## src/rtl/stft_win_ctrl.sv

```systemverilog
// stft_win_ctrl
//   Sequencer for the STFT sliding-window register bank. Samples from the ADC
//   front-end are shifted into the bank until it holds a full window. The
//   window is then read out to the FFT stage as a stream of tap indices. After
//   that, HOP new samples are taken in before the next read-out.
//
//   Optional feature macro: STFT_WIN_OVF_EN. When it is defined, a sample strobe
//   that arrives during read-out sets the sticky oOVF flag. When it is not
//   defined, oOVF is tied to 0.
//
// Ports
//   iCLK, iRST          clock, synchronous active-high reset
//   iSTART, iSTOP       start pulse (honoured in IDLE only), stop request
//   iSAMP_VLD           input sample strobe
//   oSAMP_RDY           controller accepts samples (FILL/HOP)
//   oSHIFT_EN           bank shift enable (combinational: iSAMP_VLD & oSAMP_RDY)
//   oWIN_CLR            one-cycle bank clear pulse at start
//   oFRM_VLD, iFRM_RDY  read-index valid/ready toward the FFT
//   oRD_ADDR, oFRM_LAST tap index being read; marks index WIN_LEN-1
//   oFRM_CNT            completed frames, wraps
//   oBUSY               controller not idle
//   oOVF                sticky dropped-sample flag
//   oDBG_STATE          current FSM state, for debug and checkers
//
// Handshake: an index transfers on every rising edge where oFRM_VLD and
// iFRM_RDY are both high. oRD_ADDR holds steady while oFRM_VLD is high and
// iFRM_RDY is low. A sample transfers on every edge where oSHIFT_EN is high.
module stft_win_ctrl #(
  parameter int WIN_LEN = 64,
  parameter int HOP     = 16,
  parameter int AW      = 6,
  parameter int FW      = 16
) (
  input  logic          iCLK,
  input  logic          iRST,
  input  logic          iSTART,
  input  logic          iSTOP,
  input  logic          iSAMP_VLD,
  output logic          oSAMP_RDY,
  output logic          oSHIFT_EN,
  output logic          oWIN_CLR,
  output logic          oFRM_VLD,
  input  logic          iFRM_RDY,
  output logic [AW-1:0] oRD_ADDR,
  output logic          oFRM_LAST,
  output logic [FW-1:0] oFRM_CNT,
  output logic          oBUSY,
  output logic          oOVF,
  output logic [1:0]    oDBG_STATE
);

  // Counters carry one extra bit so that they can reach WIN_LEN without wrapping.
  localparam int CW = AW + 1;
  localparam logic [CW-1:0] WIN_LAST = CW'(WIN_LEN - 1);
  localparam logic [CW-1:0] HOP_LAST = CW'(HOP - 1);

  typedef enum logic [1:0] {
    S_IDLE = 2'd0,
    S_FILL = 2'd1,
    S_READ = 2'd2,
    S_HOP  = 2'd3
  } state_t;

  state_t        state, stateNext;
  logic [CW-1:0] fillCnt, fillNext;
  logic [CW-1:0] hopCnt, hopNext;
  logic [CW-1:0] rdAddr, rdNext;
  logic [FW-1:0] frmCnt, frmNext;
  logic          winClr, clrNext;
  logic          stopPend, pendNext;
  logic          sampRdy, shiftEn, startAcc;

  assign sampRdy  = (state == S_FILL) || (state == S_HOP);
  assign shiftEn  = iSAMP_VLD && sampRdy;
  assign startAcc = (state == S_IDLE) && iSTART && !iSTOP;

  always_ff @(posedge iCLK) begin
    if (iRST) begin
      state    <= S_IDLE;
      fillCnt  <= '0;
      hopCnt   <= '0;
      rdAddr   <= '0;
      frmCnt   <= '0;
      winClr   <= 1'b0;
      stopPend <= 1'b0;
    end else begin
      state    <= stateNext;
      fillCnt  <= fillNext;
      hopCnt   <= hopNext;
      rdAddr   <= rdNext;
      frmCnt   <= frmNext;
      winClr   <= clrNext;
      stopPend <= pendNext;
    end
  end

  always_comb begin
    stateNext = state;
    fillNext  = fillCnt;
    hopNext   = hopCnt;
    rdNext    = rdAddr;
    frmNext   = frmCnt;
    clrNext   = 1'b0;
    pendNext  = stopPend;
    case (state)
      S_IDLE: begin
        if (startAcc) begin
          stateNext = S_FILL;
          fillNext  = '0;
          clrNext   = 1'b1;
        end
      end
      S_FILL: begin
        if (shiftEn) fillNext = fillCnt + CW'(1);
        // A stop beats the window-complete transition. The shift taken in
        // the same cycle has already gone to the bank.
        if (iSTOP) begin
          stateNext = S_IDLE;
        end else if (shiftEn && (fillCnt == WIN_LAST)) begin
          stateNext = S_READ;
          rdNext    = '0;
        end
      end
      S_READ: begin
        if (iSTOP) pendNext = 1'b1;
        if (iFRM_RDY) begin
          if (rdAddr == WIN_LAST) begin
            frmNext = frmCnt + FW'(1);
            // A stop that arrives on the final handshake still ends the run.
            if (stopPend || iSTOP) begin
              stateNext = S_IDLE;
              pendNext  = 1'b0;
            end else begin
              stateNext = S_HOP;
              hopNext   = '0;
            end
          end else begin
            rdNext = rdAddr + CW'(1);
          end
        end
      end
      S_HOP: begin
        if (shiftEn) hopNext = hopCnt + CW'(1);
        if (iSTOP) begin
          stateNext = S_IDLE;
        end else if (shiftEn && (hopCnt == HOP_LAST)) begin
          stateNext = S_READ;
          rdNext    = '0;
        end
      end
      default: stateNext = S_IDLE;
    endcase
  end

  assign oSAMP_RDY  = sampRdy;
  assign oSHIFT_EN  = shiftEn;
  assign oWIN_CLR   = winClr;
  assign oFRM_VLD   = (state == S_READ);
  assign oRD_ADDR   = (state == S_READ) ? rdAddr[AW-1:0] : '0;
  assign oFRM_LAST  = (state == S_READ) && (rdAddr == WIN_LAST);
  assign oFRM_CNT   = frmCnt;
  assign oBUSY      = (state != S_IDLE);
  assign oDBG_STATE = state;

`ifdef STFT_WIN_OVF_EN
  // A sample offered while the bank is being read cannot be stored and is lost.
  logic ovf;
  always_ff @(posedge iCLK) begin
    if (iRST)                                   ovf <= 1'b0;
    else if (startAcc)                          ovf <= 1'b0;
    else if ((state == S_READ) && iSAMP_VLD)    ovf <= 1'b1;
  end
  assign oOVF = ovf;
`else
  assign oOVF = 1'b0;
`endif

endmodule

```

## config.mk

```make
export PLATFORM = sky130hd
export DESIGN_NAME = stft_win_ctrl
export DESIGN_NICKNAME = d
export VERILOG_FILES = /design/src/rtl/stft_win_ctrl.sv
export SDC_FILE = /design/constraint.sdc
export NUM_CORES = 1
export LEC_CHECK = 0
export ABC_AREA = 1
export BUFFER_PORTS_ARGS = -buffer_cell sky130_fd_sc_hd__buf_4
export CORE_MARGIN = 1.5
export CORE_UTILIZATION = 55
export DETAILED_ROUTE_END_ITERATION = 8
export PLACE_DENSITY = 0.86
export SYNTH_ARGS = -nofsm -noshare
export SYNTH_HDL_FRONTEND = slang
export SYNTH_SLANG_ARGS = --single-unit
```

## constraint.sdc

```tcl
create_clock -name iCLK -period 3.35 [get_ports iCLK]
set_input_delay 0 -clock iCLK [delete_from_list [all_inputs] [get_ports iCLK]]
set_output_delay 0 -clock iCLK [all_outputs]
set_load 0.01 [all_outputs]
```

==> results of run 1 <==
-- critical path: cells and delay by family, from the launching register on --
| kind | cells | cell delay, ps |
|---|---|---|
| AOI/OAI and AO/OA | 2 | 210 |
| DFF | 1 | 450 |
| and+or+nand+nor | 5 | 1170 |
-- synth_stat cells --
| cell type | number |
|---|---|
| a21boi_1 | 1 |
| a21boi_2 | 1 |
| a21oi_1 | 24 |
| a31oi_1 | 1 |
| and3_1 | 1 |
| buf_2 | 2 |
| buf_4 | 1 |
| buf_6 | 1 |
| clkbuf_1 | 4 |
| conb_1 | 1 |
| dfxtp_1 | 41 |
| ha_1 | 4 |
| inv_1 | 40 |
| inv_2 | 2 |
| inv_6 | 1 |
| nand2_1 | 68 |
| nand2_2 | 1 |
| nand3_1 | 24 |
| nand3_2 | 3 |
| nand4_1 | 2 |
| nor2_1 | 57 |
| nor2_2 | 2 |
| nor2_4 | 1 |
| nor2_8 | 1 |
| nor3_1 | 10 |
| nor3_2 | 1 |
| nor3b_1 | 2 |
| o211ai_1 | 1 |
| o21ai_0 | 20 |
| o21ai_1 | 2 |
| o21bai_1 | 3 |
| o31ai_1 | 1 |
| xnor2_1 | 1 |
| xor2_1 | 7 |
-- state kept, by name, summed over array words and instances, names as in the netlist --
signal      count
oWIN_CLR        1
oDBG_STATE      2
rdAddr          7
fillCnt         7
oFRM_CNT       16
stopPend        1
hopCnt          7
-- stage by stage --
step	utilization (%)	instance area (um2)	worst slack, ps	cells
6_report	68.98	2601	1420	416
5_1_grt	68.98	2601	1161	416
4_1_cts	68.98	2601	1451	416
3_5_place_dp	66.03	2490	1450	407
3_3_place_gp	66.03	2490	1571	407
2_1_floorplan	-	2211	1858	332
-- power by group --
part | internal, uW | leakage [uW] | switching (uW)
Sequential | 497 | 0.000331 | 10.5
Combinational | 36.4 | 0.000732 | 64.3
Clock | 186 | 0.0000542 | 172
Total | 719 | 0.00112 | 246
-- what timing repair did --
item,4_1_cts,5_1_grt
endpoints found under the hold margin,1,0
hold buffers,1,0
setup buffers,0,0
-- layer usage --
layer / part of all wire (%) / vias to the layer above / GRT usage (%)
met2: 48 / 67 / 39.38
met3: 6.1 / 7 / 5.451
met4: 1.4 / 0 / 10.20
met5: 0 / - / 0
met1: 45 / 987 / 29.07
li1: - / 1125 / -
-- area by class of cell --
cell class	instances	area [um2]	area share, %
timing repair buffer	36	272.8	10.49
inverter	43	166.4	6.397
tap	48	60.06	2.309
multi-input combinational	240	1180	45.36
sequential	41	820.8	31.55
clock buffer	7	96.34	3.704
clock inverter	1	5.005	0.1924
-- cells in the final DEF, fill, tap and decap left out, types with 4 or more instances in the layout --
master,synthesis,final
xor2_1,7,7
inv_1,40,40
nor3_1,10,10
nor2_1,57,57
ha_1,4,4
buf_4,1,35
clkbuf_8,0,7
a21oi_1,24,24
dfxtp_1,41,41
nand3_1,24,24
nand2_1,68,68
o21ai_0,20,20
-- path summary, 6_finish.rpt --
check             slack, ps     startpoint            to  cells past startpoint
hold reg to reg         450      rdAddr[6]     rdAddr[6]                      2
hold / removal            6      iSAMP_VLD    fillCnt[6]                      3
setup / recovery       1420  oDBG_STATE[1]  oFRM_CNT[11]                      7
setup reg to reg       1420  oDBG_STATE[1]  oFRM_CNT[11]                      7
-- cells by family (layout without fill, tap and decap cells) --
| family | after synthesis | after routing |
|---|---|---|
| other | 1 | 1 |
| xor gates and xnor gates | 8 | 8 |
| AOI/OAI and AO/OA | 54 | 54 |
| buffers and inverters | 51 | 87 |
| and+or+nand+nor | 173 | 173 |
| DFF | 41 | 41 |
| adders and majority gates | 4 | 4 |
==> out/summary.txt, run 1 <==
status - complete, no violations
crit end category - register
Startpoint Class - register
syn nets - 342
Slew HR - 55.27%
DRT iter0 DRCs - 200
final period utilization - 57.60%
fmax - 518.3 MHz
WL/cell - 11.66 um
pin count of the biggest net entering global routing - 24
Starting Density - 58.63%
CTS tree - done
area leader, netlist - dfxtp_1
synthesized area per cell - 6.659 um2
Clock Skews - 3.818 ps
top-level I/O count - 37
clk slew on worst S/H paths - 80 ps
largest family of logic cells by synthesized area - simple AND/OR/NAND/NOR gates
post-synth cell types - 34
global-route wire length before repair - 8107 um
CTS max path bufs - 2
Hold Crit Class - input pin to register
Worst EP required - 3540 ps
CTS Sinks - 41
CP peak stage delay - 450 ps
antenna viol nets, final - 0
worst slew pin tran - 670.2 ps
crit path DAT - 2120 ps
IO buf count - 35
via count - 2186
PwrDens - 371.3 nW/um2
final setup fails - 0
total core area - 3771 um2
Pleak - 0.001117 uW
post-DP HPWL - 3496 um
initial antenna violation count - 0
area of the die - 4409 um2
drt first pass iters - 4
Syn Inst Count - 332
crit path cell chain - nand2_1 -> nor2_1 -> nand2_2 -> nor2_2 -> nand2_1 -> o21ai_0 -> a21oi_1
post-CTS sizing - 0
slowest CP cell - dfxtp_1
critical path peak fanout - 13
Crit path top cell by count - nand2_1
Final Net Count - 377
vias in the first global route - 1906
global placer's final weighted congestion - 0.8595
Pins Over Slew Limit - 0
Congestion Overflow GR - 0
Filler Cell Count - 317
Setup CP Type - register to register
DRT Wirelength - 4850 um
Die Ht - 66.40 um
Compound-Gate Fraction of Synth Area - 13.24%
DR vias/cell - 5.255
Post-Syn Area - 2211 um2
multiplexer share of the synthesized area - 0%
post-synthesis xor/xnor area fraction - 3.169%
Synth area leaders - dfxtp_1 37%, nand2_1 12%, nor2_1 9.7%
final setup TNS - 0 ps
FP Rows - 22
worst hold margin - 5.965 ps
DRC Markers - 0
Pwr Total - 965.7 uW
H-tree Lvls - 2
Synth top area share - 37.13%
Die X - 66.40 um
share of cells above drive strength 1 - 15.22%
max-cap viol count - 0
Peak supply drop - 0.2383 mV
yosys synthesis warning count - 0
Synth Area in Adders - 2.264%
RSZ-0062 raised after global routing - false
fin crit period - 1930 ps
#FFs+latches synth - 41
n_diodes - 0
post-synthesis simple-gate area fraction - 34.52%
Global Route Usage Sum - 23.67%
sequential share of the synthesized area - 37.13%
CTS Buf Count - 5
worst skew pair latency - 300 ps
Area growth syn-to-layout - 17.66%
Hold Vio Cnt, Final - 0
Root Driver - clkbuf_8
No activity file was read; power rests on OpenSTA's default activity.
==> inputs of run 2 (changes only) <==
--- a/config.mk
+++ b/config.mk
@@ -5,12 +5,12 @@
 export SDC_FILE = /design/constraint.sdc
 export NUM_CORES = 1
 export LEC_CHECK = 0
-export ABC_AREA = 1
+export ABC_AREA = 0
 export BUFFER_PORTS_ARGS = -buffer_cell sky130_fd_sc_hd__buf_4
 export CORE_MARGIN = 1.5
-export CORE_UTILIZATION = 55
+export CORE_UTILIZATION = 51
 export DETAILED_ROUTE_END_ITERATION = 8
-export PLACE_DENSITY = 0.86
+export PLACE_DENSITY = 0.84
 export SYNTH_ARGS = -nofsm -noshare
 export SYNTH_HDL_FRONTEND = slang
 export SYNTH_SLANG_ARGS = --single-unit
==> constraint.sdc (replaced) <==
create_clock -name iCLK -period 1.75 [get_ports iCLK]
set_input_delay 0 -clock iCLK [delete_from_list [all_inputs] [get_ports iCLK]]
set_output_delay 0 -clock iCLK [all_outputs]
set_load 0.01 [all_outputs]
==> out/summary.txt, run 2 <==
Syn Inst Count - 281 (-15%)
fin crit period - 1705 ps (-224.5 ps)
antenna viol nets, final - 0 (unchanged)
Worst Setup EP - rdAddr[0]
critical path peak fanout - 5 (-8)
Hold Crit Class - input pin to register
Combinational Power Share - 6.3% (-4.1 points)
clk slew on worst S/H paths - 90 ps (about the same)
IO buf count - 35 (unchanged)
n_diodes - 0 (unchanged)
fmax - 586.5 MHz (+13%)
global-route wire length before repair - 9404 um (+16%)
drt first pass iters - 4 (unchanged)
PwrDens - 616.3 nW/um2 (+66%)
Worst R2R Setup Slack - 40 ps (-1380 ps)
RSZ-0062 raised after global routing - true
Synth area leaders - dfxtp_1 36%, nor2_1 4.4%, a21oi_1 4.2%
FP Rows - 24 (+9.1%)
yosys synthesis warning count - 0 (unchanged)
flip-flop and latch area - 829.5 um2 (+1.1%)
Die Ht - 69.99 um (+5.4%)
area of the multi-input gates - 1416 um2 (+20%)
final setup fails - 0 (unchanged)
H-tree Lvls - 2 (unchanged)
CTS max path bufs - 2 (unchanged)
Setup CP Type - register to register
Clock Skews - 10.73 ps (+6.912 ps)
post-synth cell types - 51 (+50%)
worst reg2reg startpoint - rdAddr[0]
ys async rst share - 0% (unchanged)
via count - 2247 (+2.8%)
Pleak - 0.001191 uW (+6.6%)
global placer's final weighted congestion - 0.9015 (+4.9%)
vias in the first global route - 2151 (+13%)
P_sw - 411.1 uW (+67%)
DRT iter0 DRCs - 140 (-30%)
initial antenna violation count - 0 (unchanged)
crit path DAT - 1900 ps (-220 ps)
Die X - 69.99 um (+5.4%)
most common cell after layout, fill and taps aside - buf_4
sequential share of the synthesized area - 35.87% (-1.3 points)
max-cap viol count - 0 (unchanged)
status - complete, no violations
CTS Hold Bufs - 0 (-1)
Area growth syn-to-layout - 31.93%
final cell utilization of the core - 69.82% (+0.84 points)
Global Route Usage Sum - 23.37% (-0.30 points)
Root Driver - clkbuf_8
CP Launch Point - rdAddr[0]
Synth Flop Type - dfxtp_1
commonest cells after routing, fill and taps aside - 69 x buf_4, 34 x dfxtp_1, 27 x nor2_1, 21 x nand2_1, 19 x a21oi_1
DRT Wirelength - 5566 um (+15%)
internal power - 1450 uW (+100%)
top cells by count, synth - 41 x dfxtp_1, 27 x nor2_1, 21 x nand2_1
Filler Cell Count - 334 (+5.4%)
Pins Over Slew Limit - 0 (unchanged)
Peak supply drop - 0.4532 mV (+90%)
share of cells above drive strength 1 - 32.85% (+18 points)
WL/cell - 14.06 um (+21%)
DR vias/cell - 5.674 (+8.0%)
#FFs+latches synth - 41 (unchanged)
CTS Buf Count - 5 (unchanged)
CTS tree - done
total core area - 4324 um2 (+15%)
worst skew pair latency - 300 ps (about the same)
top-level I/O count - 37 (unchanged)
area of the die - 4898 um2 (+11%)
Post-synth EDFFs - 0 (unchanged)
worst r2r path cells - 7 (unchanged)
crit end category - register
Startpoint Class - register
Starting Density - 52.92% (-5.7 points)
Congestion Overflow GR - 0 (unchanged)
WHS Path Cells - 3 (unchanged)
final setup TNS - 0 ps (unchanged)
Post-Syn Area - 2288 um2 (+3.5%)
Pwr Total - 1861 uW (+93%)
Hold Startpoint - iSTART
synthesized area per cell - 8.144 um2 (+22%)
pin count of the biggest net entering global routing - 53 (+120%)
Clock Power Share - 43.2% (+6.1 points)
share of total power in sequential cells - 50.5% (-2.0 points)
Largest register FFs - 16 (unchanged)
DRC Markers - 0 (unchanged)
Hold Vio Cnt, Final - 0 (unchanged)
syn nets - 291 (-15%)
area leader, netlist - dfxtp_1
post-DP HPWL - 3797 um (+8.6%)
worst hold margin - 23.31 ps (+17.35 ps)
Synth top area share - 35.87% (-1.3 points)
Worst EP required - 1950 ps (-1590 ps)
Sw Share - 22.09% (-3.4 points)
CTS Sinks - 41 (unchanged)
top-count cell post-synth - dfxtp_1
final period utilization - 97.43% (+40 points)
Final Net Count - 353 (-6.4%)
FF-to-FF End - rdAddr[0]
[run 2: changes by cell type after synthesis, moves of 8 or more]
cell	previous run	this run
inv_1	40	12
mux2_2	0	8
nand2_1	68	21
nand3_1	24	12
nor2_1	57	27
nor2b_1	0	10
o21ai_0	20	7
[run 2: worst min-delay path by stage]
stage | end | slack, ps
finish | oWIN_CLR | 20
CTS | oWIN_CLR | 20
floorplan | oWIN_CLR | 180
global placement | oWIN_CLR | 340
global route | oWIN_CLR | 30
detailed placement | oWIN_CLR | 340
[run 2: timing repair]
item | in CTS | in global routing
setup buffers | 1 | 2
endpoints found under the setup margin | 7 | 17
gates resized for setup | 7 | 17
pin swaps | 1 | 0
gates cloned | 1 | 0
[run 2: cell families (layout without fill, tap and decap cells)]
kind of cell             after synthesis  count (layout)  synth area share [%]
multiplexers                          10              10                 4.812
XOR/XNOR                               6               6                 2.296
AO/OA/AOI/OAI                         57              57                 16.68
other                                  1               1                0.1639
adder cells (fa/ha/maj)                4               4                 2.187
buffers and inverters                 29              91                 5.795
flip-flops                            41              41                 35.87
AND/OR/NAND/NOR                      133             134                 32.20
[run 2: cell type report]
cell class                 count  share of cell area, %
clock buffer                   7                  2.860
clock inverter                 1                 0.9946
inverter                      12                  1.699
multi-input combinational    212                  46.91
sequential                    41                  27.48
tap                           52                  2.155
timing repair buffer          71                  17.90
[run 2: critical path, cell delays in order, from the launching register on]
cell and delay, ps:
dfxtp_2 360, ha_4 150, nand4_1 100, or4b_4 520
inv_4 80, a211oi_2 30, buf_4 160, o32ai_2 200
[run 2: power groups by stage]
stage	combinational [uW]	clock, uW	sequential (uW)
detailed placement	114	0	961
global route	130	848	940
finish	117	804	940
CTS	114	818	940
floorplan	72.7	0	961
global placement	112	0	961
[run 2: through the flow]
step	std cells	worst slack [ps]	instance area [um2]
final	396	44.95	3019
after global routing	396	-61.58	3019
after CTS	394	4.280	2953
after detailed placement	384	-53.17	2786
after global placement	384	0.8774	2786
after floorplan	281	8.212	2306
[run 2: layer usage]
layer  track usage [%]  up-vias  wire length, um
met5                 0        -                0
met2             38.73       49             2717
met3             5.051        6              212
met4             10.26        0               84
met1             29.18     1040             2552
li1                  -     1152                -
